`src/rtl/id_ex_stage_register_pkg.sv`:
```
// pipeline_defs: control bundle layout and register constants shared across pipeline stages
package pipeline_defs;
  localparam int CTRL_W = 8;
  localparam int CTRL_REGWRITE = 0;
  localparam int CTRL_MEMREAD = 1;
  localparam int CTRL_MEMWRITE = 2;
  localparam int CTRL_ALUSRC = 3;
  localparam int CTRL_REGDST = 4;
  localparam logic [4:0] REG_ZERO = 5'd0;
endpackage

```
`src/rtl/id_ex_stage_register_sat_counter.sv`:
```
// sat_counter: event counter that sticks at all-ones instead of wrapping
module sat_counter #(
  parameter int CNT_W = 16
) (
  input  logic             clk,
  input  logic             rst_n,
  input  logic             inc,
  output logic [CNT_W-1:0] count
);
  always_ff @(posedge clk)
    if (!rst_n) count <= '0;
    else if (inc && count != '1) count <= count + 1'b1;
endmodule

```
`src/rtl/id_ex_stage_register.sv`:
```
// id_ex_stage_register: ID/EX pipeline register with load-use bubble insertion and stall/flush stats
module id_ex_stage_register
  import pipeline_defs::*;
#(
  parameter int DATA_W = 32,
  parameter int CW     = CTRL_W,
  parameter int CNT_W  = 16
) (
  input  logic              clk,
  input  logic              rst_n,
  input  logic              ID_Valid,
  input  logic [CW-1:0]     ID_Ctrl,
  input  logic              ID_UsesRt,
  input  logic [DATA_W-1:0] ID_ReadData1,
  input  logic [DATA_W-1:0] ID_ReadData2,
  input  logic [DATA_W-1:0] ID_Imm,
  input  logic [DATA_W-1:0] ID_PC4,
  input  logic [4:0]        ID_Rs,
  input  logic [4:0]        ID_Rt,
  input  logic [4:0]        ID_Rd,
  input  logic              Flush,
  input  logic              HoldEX,
  output logic              ID_EX_Valid,
  output logic [CW-1:0]     ID_EX_Ctrl,
  output logic              ID_EX_MemRead,
  output logic [DATA_W-1:0] ID_EX_ReadData1,
  output logic [DATA_W-1:0] ID_EX_ReadData2,
  output logic [DATA_W-1:0] ID_EX_Imm,
  output logic [DATA_W-1:0] ID_EX_PC4,
  output logic [4:0]        ID_EX_RegisterRs,
  output logic [4:0]        ID_EX_RegisterRt,
  output logic [4:0]        ID_EX_RegisterRd,
  output logic              PCWrite,
  output logic              IF_ID_Write,
  output logic              LoadUseStall,
  output logic [CNT_W-1:0]  StallCount,
  output logic [CNT_W-1:0]  FlushCount
);
  logic bubble, stall_bubble;
  always_comb begin
    ID_EX_MemRead = ID_EX_Valid & ID_EX_Ctrl[CTRL_MEMREAD];
    LoadUseStall = ID_EX_MemRead & ID_Valid & (ID_EX_RegisterRt != REG_ZERO) &
                   ((ID_EX_RegisterRt == ID_Rs) | (ID_UsesRt & (ID_EX_RegisterRt == ID_Rt)));
    PCWrite = ~(LoadUseStall | HoldEX) | Flush;
    IF_ID_Write = PCWrite;
    stall_bubble = LoadUseStall & ~HoldEX & ~Flush;
    bubble = Flush | stall_bubble;
  end
  // a bubble zeroes every field so the forwarding unit sees Rd=0 and nothing is written
  always_ff @(posedge clk)
    if (!rst_n || bubble) begin
      ID_EX_Valid      <= 1'b0;
      ID_EX_Ctrl       <= '0;
      ID_EX_ReadData1  <= '0;
      ID_EX_ReadData2  <= '0;
      ID_EX_Imm        <= '0;
      ID_EX_PC4        <= '0;
      ID_EX_RegisterRs <= REG_ZERO;
      ID_EX_RegisterRt <= REG_ZERO;
      ID_EX_RegisterRd <= REG_ZERO;
    end else if (!HoldEX) begin
      ID_EX_Valid      <= ID_Valid;
      ID_EX_Ctrl       <= ID_Valid ? ID_Ctrl : '0;
      ID_EX_ReadData1  <= ID_ReadData1;
      ID_EX_ReadData2  <= ID_ReadData2;
      ID_EX_Imm        <= ID_Imm;
      ID_EX_PC4        <= ID_PC4;
      ID_EX_RegisterRs <= ID_Rs;
      ID_EX_RegisterRt <= ID_Rt;
      ID_EX_RegisterRd <= ID_Rd;
    end
  sat_counter #(.CNT_W(CNT_W)) u_stall_cnt (
    .clk  (clk),
    .rst_n(rst_n),
    .inc  (stall_bubble),
    .count(StallCount)
  );
  sat_counter #(.CNT_W(CNT_W)) u_flush_cnt (
    .clk  (clk),
    .rst_n(rst_n),
    .inc  (Flush),
    .count(FlushCount)
  );
endmodule

```
`config.mk`:
```
export PLATFORM = sky130hd
export DESIGN_NAME = id_ex_stage_register
export DESIGN_NICKNAME = d
export VERILOG_FILES = /design/src/rtl/id_ex_stage_register_pkg.sv /design/src/rtl/id_ex_stage_register_sat_counter.sv /design/src/rtl/id_ex_stage_register.sv
export SDC_FILE = /design/constraint.sdc
export NUM_CORES = 1
export LEC_CHECK = 0
export CAP_MARGIN = 20
export CORE_UTILIZATION = 46
export DETAILED_ROUTE_END_ITERATION = 10
export PLACE_DENSITY = 0.95
export SLEW_MARGIN = 25
export SYNTH_ARGS = -nofsm -noshare
export SYNTH_HDL_FRONTEND = slang
export SYNTH_HIERARCHICAL = 1
export SYNTH_SLANG_ARGS = --single-unit
```
`constraint.sdc`:
```
create_clock -name clk -period 4.58 [get_ports clk]
set_input_delay 0.687 -clock clk [delete_from_list [all_inputs] [get_ports clk]]
set_output_delay 0.687 -clock clk [all_outputs]
set_load 0.02 [all_outputs]
```
==> results of run 1 <==
path summary, 6_finish.rpt:
kind                  startpoint  cells after the start  slack, ps                    end
min                ID_EX_Imm[29]                      2        470          ID_EX_Imm[29]
max reg2reg  ID_EX_RegisterRt[4]                      9       1510  u_stall_cnt/count[13]
min reg2reg        ID_EX_Imm[29]                      2        470          ID_EX_Imm[29]
max                     ID_Rs[2]                      7        900            IF_ID_Write
worst max-delay path, delay by kind of cell:
family | cells | cell delay [ps]
AND/OR/NAND/NOR | 1 | 200
buffers and inverters | 3 | 1340
AO/OA/AOI/OAI | 2 | 510
XOR/XNOR | 1 | 240
power by group:
| group | internal, mW | switching, mW |
|---|---|---|
| Sequential | 1.68 | 0.0528 |
| Combinational | 0.321 | 0.313 |
| Clock | 0.848 | 0.629 |
flip-flops by register name (all words and copies together), names as in the netlist:
name / flops
ID_EX_ReadData2: 32
ID_EX_Valid: 1
ID_EX_RegisterRs: 5
ID_EX_ReadData1: 32
ID_EX_Ctrl: 8
u_flush_cnt/count: 16
ID_EX_RegisterRt: 5
ID_EX_Imm: 32
ID_EX_RegisterRd: 5
u_stall_cnt/count: 16
ID_EX_PC4: 32
through the flow:
stage,utilization [%],hold slack (ps),cell area [um^2],cells
final,70.3,467,12100,1443
after floorplan,-,569,8100,922
after detailed placement,66.8,452,11500,1413
after CTS,70.2,470,12100,1443
after global placement,66.7,445,11500,1413
after global routing,70.3,484,12100,1443
logic make-up (layout without fill, tap and decap cells):
| logic type | count (synthesis) | count (layout) | share of synthesized area, % |
|---|---|---|---|
| AO/OA/AOI/OAI | 351 | 351 | 29.4 |
| XOR/XNOR | 14 | 14 | 1.51 |
| adder cells (fa/ha/maj) | 2 | 2 | 0.309 |
| buffers and inverters | 99 | 395 | 6.54 |
| flip-flops | 184 | 184 | 45.5 |
| multiplexers | 6 | 6 | 0.742 |
| AND/OR/NAND/NOR | 266 | 266 | 16.0 |
placed cells by master, fill, tap and decap left out, drive strengths merged, types with 12 or more instances in the layout:
cell type / count
a21oi: 19
nand2: 166
clkbuf: 21
o21ai: 160
buf: 13
nand3: 21
dfxtp: 184
clkdlybuf4s50: 344
xnor2: 12
a32oi: 144
area by class of cell:
class	count	area (um^2)
multi-input combinational	639	3930
inverter	8	30.0
clock buffer	21	470
tap	225	282
clock inverter	9	115
fill	1259	5130
timing repair buffer	357	3590
sequential	184	3680
metal layers:
| layer | track usage (%) | share of wire, % | up-vias |
|---|---|---|---|
| met5 | 0 | 0 | - |
| met4 | 13.9 | 3.6 | 0 |
| met3 | 7.51 | 8.0 | 70 |
| met2 | 48.1 | 50 | 410 |
| met1 | 32.7 | 39 | 4078 |
| li1 | - | - | 4091 |
==> flow_metrics.py, run 1 <==
metrics = {
    "clock_network": {
        "clk-insertion-delay-late_ps": 430,
        "postCtsSetupRepairBufs": 0,
        "cts_max_path_buffers": 2,
        "cts_repair_resize_count": 0,
        "clk_pin_slew_worst_paths_ps": 70,
        "hold_buffers": 0,
        "cts_inserted_buffers": 17,
        "htree_levels": 4,
        "clock_tree.root_cell": "sky130_fd_sc_hd__clkbuf_16",
        "cts_tree": "yes",
        "clock_sinks": 184,
    },
    "drt": {
        "drcViolationCount": 0,
        "detailroute.via_count": 8649,
        "routed_wl_um": 26700,
        "drt-wirelength-per-cell_um": 18.5,
        "drt_iter0_drc": 751,
        "ant_nets": 0,
        "drt-pass1-iter-count": 6,
        "detail_route.vias_per_cell": 5.99,
    },
    "synth": {
        "net_count_after_synthesis": 1081,
        "synth_flop_cell": "sky130_fd_sc_hd__dfxtp_1",
        "synth_area_um2": 8100,
        "ys_seq_elements": 184,
        "synth.most_common_cell": "sky130_fd_sc_hd__dfxtp_1",
        "synth.largest_area_cell": "sky130_fd_sc_hd__dfxtp_1",
        "syn_inst": 922,
        "synth_area_per_cell_um2": 8.78,
        "synth_sequential_area_ratio_pct": 45.5,
        "synthArstFlopShare_pct": 0,
        "netlist_top_cells_count": "184 x sky130_fd_sc_hd__dfxtp_1, 166 x sky130_fd_sc_hd__nand2_1, 160 x sky130_fd_sc_hd__o21ai_0",
        "yosys.cell_types.count": 44,
        "yosysWarningCount": 6,
        "synthTopCellsByArea": "sky130_fd_sc_hd__dfxtp_1 45%, sky130_fd_sc_hd__a32oi_1 16%, sky130_fd_sc_hd__o21ai_0 9.9%",
        "synth_edf_count": 0,
        "yosysTopAreaCellShare_pct": 45.5,
    },
    "worst_setup_path": {
        "crit_arrival_ps": 2990,
        "crit_path_start_kind": "input port",
        "critical_path.cell_chain": "clkdlybuf4s50_1, xnor2_1, nand3_1, o22ai_4, buf_4, a21oi_1, clkdlybuf4s50_1",
        "critical_setup_path_kind": "in -> out",
        "timing.critical_path.required_ps": 3890,
        "maximum_cell_stage_delay_along_the_critical_path_ps": 550,
        "path_max_fanout": 22,
        "crit_slowest_cell": "sky130_fd_sc_hd__clkdlybuf4s50_1",
        "cp_common_cell": "sky130_fd_sc_hd__clkdlybuf4s50_1",
        "end_kind": "output pin",
    },
    "status": {
        "status": "finished, final reports clean",
    },
    "sta": {
        "totalNegativeSetupSlack_ps": 0,
        "report.final.setup_viol": 0,
        "clock.fmax_ghz": 0.272,
        "timing.final.hold_violations": 0,
        "fin_skew_ps": 11.4,
        "worst_slew_pin_slew_ps": 898,
        "timing.max_slew.rel_slack_pct": 40.1,
        "layout_setup_ws_ps": 900,
        "grt_setup_unrepaired": "false",
        "post-route-min-period_ps": 3680,
        "maxSlewViolCount": 0,
        "final.period_utilization_pct": 80.3,
    },
    "global_route": {
        "grt_first_pass_wirelength_um": 41000,
        "grt.overflow.total": 0,
        "grt_util_all_layers_pct": 28.2,
        "largest_net_degree_at_the_start_of_global_routing": 151,
        "grt_pass1_vias": 7907,
        "antenna_violations_before_repair": 0,
    },
    "pwr": {
        "cellPowerDensity_nw_per_um2": 318,
        "ir_drop_v": 0.000245,
        "total_power_mw": 3.85,
        "static-leakage-power_nw": 4.00,
    },
    "floorplan": {
        "row_count": 48,
        "chipHeight_um": 135,
        "core_um2": 17200,
        "floorplan.die.width_um": 135,
        "initial_utilization_pct": 47.0,
        "boundaryPins": 345,
        "design.die.area_um2": 18100,
    },
    "finish": {
        "final_nets": 1366,
        "drive_gt1_share_pct": 4.27,
        "synthToLayoutAreaGrowth_pct": 49.6,
        "insertedDiodeCount": 0,
    },
    "placed_design": {
        "half_perimeter_wire_length_of_the_detailed_placement_result_um": 17900,
        "buffer_ports.inserted": 344,
        "dp_slack_ps": 844,
        "finalWeightedCongestion": 0.875,
    },
    "run": {
        "maxCapViolations": 0,
    },
    "worst_hold_path": {
        "min-delay-path-class": "reg -> reg",
    },
}
Power figures use the tool's default switching activity.
==> run 2: changes to the inputs <==
--- a/config.mk
+++ b/config.mk
@@ -6,9 +6,9 @@
 export NUM_CORES = 1
 export LEC_CHECK = 0
 export CAP_MARGIN = 20
-export CORE_UTILIZATION = 46
+export CORE_UTILIZATION = 39
 export DETAILED_ROUTE_END_ITERATION = 10
-export PLACE_DENSITY = 0.95
+export PLACE_DENSITY = 0.89
 export SLEW_MARGIN = 25
 export SYNTH_ARGS = -nofsm -noshare
 export SYNTH_HDL_FRONTEND = slang
==> constraint.sdc (replaced) <==
create_clock -name clk -period 3.3 [get_ports clk]
set_input_delay 0.495 -clock clk [delete_from_list [all_inputs] [get_ports clk]]
set_output_delay 0.495 -clock clk [all_outputs]
set_load 0.02 [all_outputs]
==> flow_metrics.py, run 2 (synthesized netlist as in run 1, its figures left out) <==
metrics = {
    "clock_network": {
        "cts_max_path_buffers": 2,
        "postCtsSetupRepairBufs": 0,
        "clock_sinks": 184,
        "cts_inserted_buffers": 17,
        "clk_pin_slew_worst_paths_ps": 70,
        "clk-insertion-delay-late_ps": 430,
        "hold_buffers": 0,
        "htree_levels": 4,
        "clock_tree.root_cell": "sky130_fd_sc_hd__clkbuf_16",
        "cts_tree": "yes",
        "cts_repair_resize_count": 0,
    },
    "sta": {
        "grt_setup_unrepaired": "false",
        "report.final.setup_viol": 0,
        "post-route-min-period_ps": 3170,
        "layout_setup_ws_ps": 132,
        "timing.max_slew.rel_slack_pct": 55.9,
        "timing.final.hold_violations": 0,
        "totalNegativeSetupSlack_ps": 0,
        "clock.fmax_ghz": 0.316,
        "maxSlewViolCount": 0,
        "worst_slew_pin_slew_ps": 656,
        "final.period_utilization_pct": 96.0,
        "fin_skew_ps": 22.0,
    },
    "pwr": {
        "ir_drop_v": 0.000319,
        "cellPowerDensity_nw_per_um2": 435,
        "static-leakage-power_nw": 4.01,
    },
    "finish": {
        "synthToLayoutAreaGrowth_pct": 50.9,
        "final_nets": 1376,
        "insertedDiodeCount": 0,
        "leading_cell_types_in_the_layout_fill_and_taps_excluded": "344 x sky130_fd_sc_hd__clkdlybuf4s50_1, 184 x sky130_fd_sc_hd__dfxtp_1, 166 x sky130_fd_sc_hd__nand2_1",
        "drive_gt1_share_pct": 5.13,
        "layout.cells.most_common": "sky130_fd_sc_hd__clkdlybuf4s50_1",
    },
    "worst_hold_path": {
        "min-delay-path-class": "reg -> reg",
        "hold_path_depth": 2,
        "min_from": "ID_EX_Imm[4]",
        "timing.hold.worst_endpoint": "ID_EX_Imm[4]",
    },
    "placed_design": {
        "buffer_ports.inserted": 344,
        "half_perimeter_wire_length_of_the_detailed_placement_result_um": 18000,
        "dp_slack_ps": 146,
        "finalWeightedCongestion": 0.858,
    },
    "worst_setup_path": {
        "regToRegStartpoint": "ID_EX_RegisterRt[4]",
        "end_kind": "output pin",
        "crit_slowest_cell": "sky130_fd_sc_hd__clkdlybuf4s50_1",
        "timing.critical_path.required_ps": 2800,
        "path_max_fanout": 5,
        "critical_path.cell_chain": "or4_1, o211ai_4, nor2_1, a21oi_1, clkdlybuf4s50_1",
        "crit_family": "simple AND/OR/NAND/NOR gates",
        "ff2ff_setup_slack_ps": 620,
        "maximum_cell_stage_delay_along_the_critical_path_ps": 650,
        "critical_setup_path_kind": "reg -> out",
        "crit_path_start_kind": "flip-flop",
        "r2r_end": "u_stall_cnt/count[9]",
        "crit_arrival_ps": 2670,
        "r2r_cells": 8,
        "crit_buf_inv": 1,
    },
    "drt": {
        "routed_wl_um": 26100,
        "ant_nets": 0,
        "drt-pass1-iter-count": 5,
        "drcViolationCount": 0,
        "drt-wirelength-per-cell_um": 17.4,
        "detail_route.vias_per_cell": 5.68,
        "drt_iter0_drc": 444,
        "detailroute.via_count": 8517,
    },
    "floorplan": {
        "floorplan.die.width_um": 146,
        "core_um2": 20300,
        "chipHeight_um": 146,
        "design.die.area_um2": 21300,
        "boundaryPins": 345,
        "row_count": 52,
        "initial_utilization_pct": 39.9,
    },
    "status": {
        "status": "finished, final reports clean",
    },
    "global_route": {
        "grt.overflow.total": 0,
        "antenna_violations_before_repair": 0,
        "grt_util_all_layers_pct": 23.6,
        "largest_net_degree_at_the_start_of_global_routing": 108,
        "grt_pass1_vias": 7901,
        "grt_first_pass_wirelength_um": 41200,
    },
    "run": {
        "maxCapViolations": 0,
    },
}
run 2: layout make-up:
| cell class | instances | area (um^2) |
|---|---|---|
| timing repair buffer | 367 | 3680 |
| fill | 1731 | 8080 |
| multi-input combinational | 639 | 3920 |
| clock inverter | 13 | 143 |
| inverter | 8 | 30.0 |
| clock buffer | 18 | 429 |
| sequential | 184 | 3680 |
| tap | 270 | 338 |
run 2: worst max path at each step:
stage | startpoint | end | slack [ps] | cells after the start
2_1_floorplan | ID_EX_Valid | u_stall_cnt/count[9] | 470 | 8
3_3_place_gp | ID_Rt[4] | u_stall_cnt/count[13] | 200 | 9
3_5_place_dp | ID_Rt[4] | u_stall_cnt/count[13] | 150 | 9
4_1_cts | ID_EX_RegisterRt[2] | PCWrite | 80 | 5
5_1_grt | ID_EX_RegisterRt[2] | PCWrite | 30 | 5
6_report | ID_EX_RegisterRt[2] | PCWrite | 130 | 5
run 2: metal layers:
layer / GRT usage (%) / share of wire [%] / wire (um) / vias to the layer above
met5: 0 / 0 / 0 / -
met4: 9.38 / 2.5 / 655 / 0
met3: 7.03 / 8.3 / 2160 / 42
met2: 40.2 / 49 / 12700 / 373
met1: 27.8 / 40 / 10600 / 3998
li1: - / - / - / 4104
run 2: power breakdown:
part	internal (mW)	switching [mW]
clock	1.12	0.908
combinational	0.451	0.427
sequential	2.34	0.0718
run 2: worst reg2reg max path, stage by stage, from the launching register on:
cell and delay [ps]:
sky130_fd_sc_hd__dfxtp_1 500, sky130_fd_sc_hd__xnor2_1 210, sky130_fd_sc_hd__nand4_1 200, sky130_fd_sc_hd__o22ai_4 310
sky130_fd_sc_hd__nor4b_1 310, sky130_fd_sc_hd__buf_4 210, sky130_fd_sc_hd__nand2_1 200, sky130_fd_sc_hd__or4_1 530
sky130_fd_sc_hd__a21oi_1 150
run 2: per-stage QoR:
stage / instances / power, mW / cell area, um^2 / util, % / hold WS, ps
2_1_floorplan: 922 / 2.80 / 8100 / - / 569
4_1_cts: 1498 / 5.36 / 12200 / 60.2 / 471
5_1_grt: 1499 / 5.53 / 12200 / 60.2 / 490
6_report: 1499 / 5.32 / 12200 / 60.2 / 470
3_3_place_gp: 1467 / 3.31 / 11600 / 57.3 / 444
3_5_place_dp: 1467 / 3.33 / 11600 / 57.3 / 452
==> run 3: changes to the inputs <==
--- a/config.mk
+++ b/config.mk
@@ -8,7 +8,7 @@
 export CAP_MARGIN = 20
 export CORE_UTILIZATION = 39
 export DETAILED_ROUTE_END_ITERATION = 10
-export PLACE_DENSITY = 0.89
+export PLACE_DENSITY_LB_ADDON = 0.15
 export SLEW_MARGIN = 25
 export SYNTH_ARGS = -nofsm -noshare
 export SYNTH_HDL_FRONTEND = slang
==> flow_metrics.py, run 3 (synthesized netlist as in run 1, its figures left out) <==
metrics = {
    "sta": {
        "final.period_utilization_pct": 96.4,
        "clock.fmax_ghz": 0.314,
        "timing.max_slew.rel_slack_pct": 49.7,
        "report.final.setup_viol": 0,
        "totalNegativeSetupSlack_ps": 0,
        "post-route-min-period_ps": 3180,
        "timing.final.hold_violations": 0,
        "grt_setup_unrepaired": "false",
        "worst_slew_pin_slew_ps": 754,
        "maxSlewViolCount": 0,
        "fin_skew_ps": 11.4,
    },
    "finish": {
        "leading_cell_types_in_the_layout_fill_and_taps_excluded": "343 x sky130_fd_sc_hd__clkdlybuf4s50_1, 184 x sky130_fd_sc_hd__dfxtp_1, 166 x sky130_fd_sc_hd__nand2_1",
        "layout.cells.most_common": "sky130_fd_sc_hd__clkdlybuf4s50_1",
        "insertedDiodeCount": 0,
        "n_fill_cell": 1802,
        "drive_gt1_share_pct": 5.12,
        "synthToLayoutAreaGrowth_pct": 51.1,
        "final_nets": 1376,
        "fin_area_um2": 12200,
    },
    "worst_setup_path": {
        "crit_buf_inv": 1,
        "maximum_cell_stage_delay_along_the_critical_path_ps": 650,
        "critical_path.cell_chain": "or4_1, o211ai_4, nor2_1, a21oi_1, clkdlybuf4s50_1",
        "crit_arrival_ps": 2690,
        "end_kind": "output pin",
        "ff2ff_setup_slack_ps": 670,
        "path_max_fanout": 5,
        "crit_family": "simple AND/OR/NAND/NOR gates",
        "timing.critical_path.required_ps": 2800,
        "crit_slowest_cell": "sky130_fd_sc_hd__clkdlybuf4s50_1",
        "crit_path_start_kind": "flip-flop",
        "critical_setup_path_kind": "reg -> out",
    },
    "global_route": {
        "largest_net_degree_at_the_start_of_global_routing": 128,
        "grt_pass1_vias": 7629,
        "grt_util_all_layers_pct": 23.9,
        "grt.overflow.total": 0,
        "antenna_violations_before_repair": 0,
        "grt_first_pass_wirelength_um": 41600,
    },
    "drt": {
        "met1Wirelength_um": 11500,
        "drcViolationCount": 0,
        "dr_wl_met2_um": 12000,
        "ant_nets": 0,
        "detailroute.via_count": 8306,
        "drt-pass1-iter-count": 5,
        "detailroute.wirelength.met3_um": 2060,
        "drt_iter0_drc": 428,
        "route.top_layer_used": "met4",
        "detail_route.vias_per_cell": 5.54,
        "drt-wirelength-per-cell_um": 17.5,
        "routed_wl_um": 26200,
    },
    "clock_network": {
        "clock_tree.root_cell": "sky130_fd_sc_hd__clkbuf_16",
        "cts_tree": "yes",
        "clk-insertion-delay-late_ps": 430,
        "cts_max_path_buffers": 2,
        "cts_inserted_buffers": 17,
        "clock_sinks": 184,
        "clk_pin_slew_worst_paths_ps": 70,
        "hold_buffers": 0,
        "htree_levels": 4,
    },
    "status": {
        "status": "finished, final reports clean",
    },
    "floorplan": {
        "core_um2": 20300,
        "initial_utilization_pct": 39.9,
        "row_count": 52,
        "boundaryPins": 345,
        "design.die.area_um2": 21300,
        "chipHeight_um": 146,
        "floorplan.die.width_um": 146,
    },
    "pwr": {
        "static-leakage-power_nw": 4.01,
        "power.clock.fraction_pct": 37.0,
        "swShare_pct": 27.5,
        "cell_internal_pwr_mw": 3.78,
        "share_comb_of_total_power_pct": 16.9,
        "power.net_switching_mw": 1.44,
        "sequential_cell_fraction_of_total_power_pct": 46.1,
        "ir_drop_v": 0.000319,
        "cellPowerDensity_nw_per_um2": 426,
    },
    "worst_hold_path": {
        "min-delay-path-class": "reg -> reg",
    },
    "placed_design": {
        "half_perimeter_wire_length_of_the_detailed_placement_result_um": 17700,
        "finalWeightedCongestion": 0.856,
        "postPlaceCellArea_um2": 11700,
        "buffer_ports.inserted": 344,
    },
    "run": {
        "maxCapViolations": 0,
    },
}
run 3: cell types whose count changed in the layout (fill, tap and decap cells not counted), sizes merged:
cell and delta:
clkdlybuf4s50 -1, dlymetal6s2s +1, bufinv -2, clkbuf +1
clkinvlp +2, clkinv -1, inv +1
run 3: what timing repair did:
action | in CTS | in global routing
resized for setup | 0 | 1
setup endpoints to repair | 0 | 1
endpoints found under the hold margin | 0 | 0
buffers inserted | 0 | 0
run 3: layer usage:
metal / track usage, % / up-vias
met5: 0 / -
met1: 30.3 / 3888
met4: 8.85 / 0
met2: 38.5 / 291
li1: - / 4091
met3: 6.88 / 36
run 3: path summary, 6_finish.rpt:
kind / startpoint / end / cells after the start
setup / recovery: ID_EX_RegisterRt[1] / PCWrite / 5
hold / removal: ID_EX_ReadData2[4] / ID_EX_ReadData2[4] / 2
setup reg to reg: ID_EX_RegisterRt[4] / u_stall_cnt/count[9] / 8
hold reg to reg: ID_EX_ReadData2[4] / ID_EX_ReadData2[4] / 2
run 3: final cells by class:
type / instances / area (um^2) / area share [%]
clock buffers: 19 / 433 / 3.54
clock inverters: 13 / 115 / 0.941
repair buffers: 367 / 3720 / 30.4
flip-flops and latches: 184 / 3680 / 30.1
inverters: 8 / 30.0 / 0.245
multi-input cells: 639 / 3920 / 32.0
well taps: 270 / 338 / 2.76
run 3: power groups by stage:
| stage | logic (mW) | registers, mW | clock network (mW) |
|---|---|---|---|
| floorplan | 0.209 | 2.59 | 0 |
| global placement | 0.875 | 2.45 | 0 |
| detailed placement | 0.883 | 2.46 | 0 |
| CTS | 0.887 | 2.41 | 1.99 |
| global route | 0.939 | 2.42 | 2.08 |
| finish | 0.881 | 2.41 | 1.93 |
run 3: through the flow:
| stage | total power, mW | setup slack [ps] | hold slack [ps] | utilization (%) | cells |
|---|---|---|---|---|---|
| 4_1_cts | 5.28 | 43.7 | 470 | 60.3 | 1500 |
| 2_1_floorplan | 2.80 | 469 | 569 | - | 922 |
| 5_1_grt | 5.44 | 29.6 | 485 | 60.3 | 1500 |
| 6_report | 5.22 | 118 | 466 | 60.3 | 1500 |
| 3_5_place_dp | 3.34 | 147 | 452 | 57.6 | 1468 |
| 3_3_place_gp | 3.33 | 174 | 444 | 57.6 | 1468 |
run 3: worst min-delay path: stages, from the launching register on:
cell,delay (ps)
sky130_fd_sc_hd__dfxtp_1,330
sky130_fd_sc_hd__a32oi_1,50
sky130_fd_sc_hd__o21ai_0,60
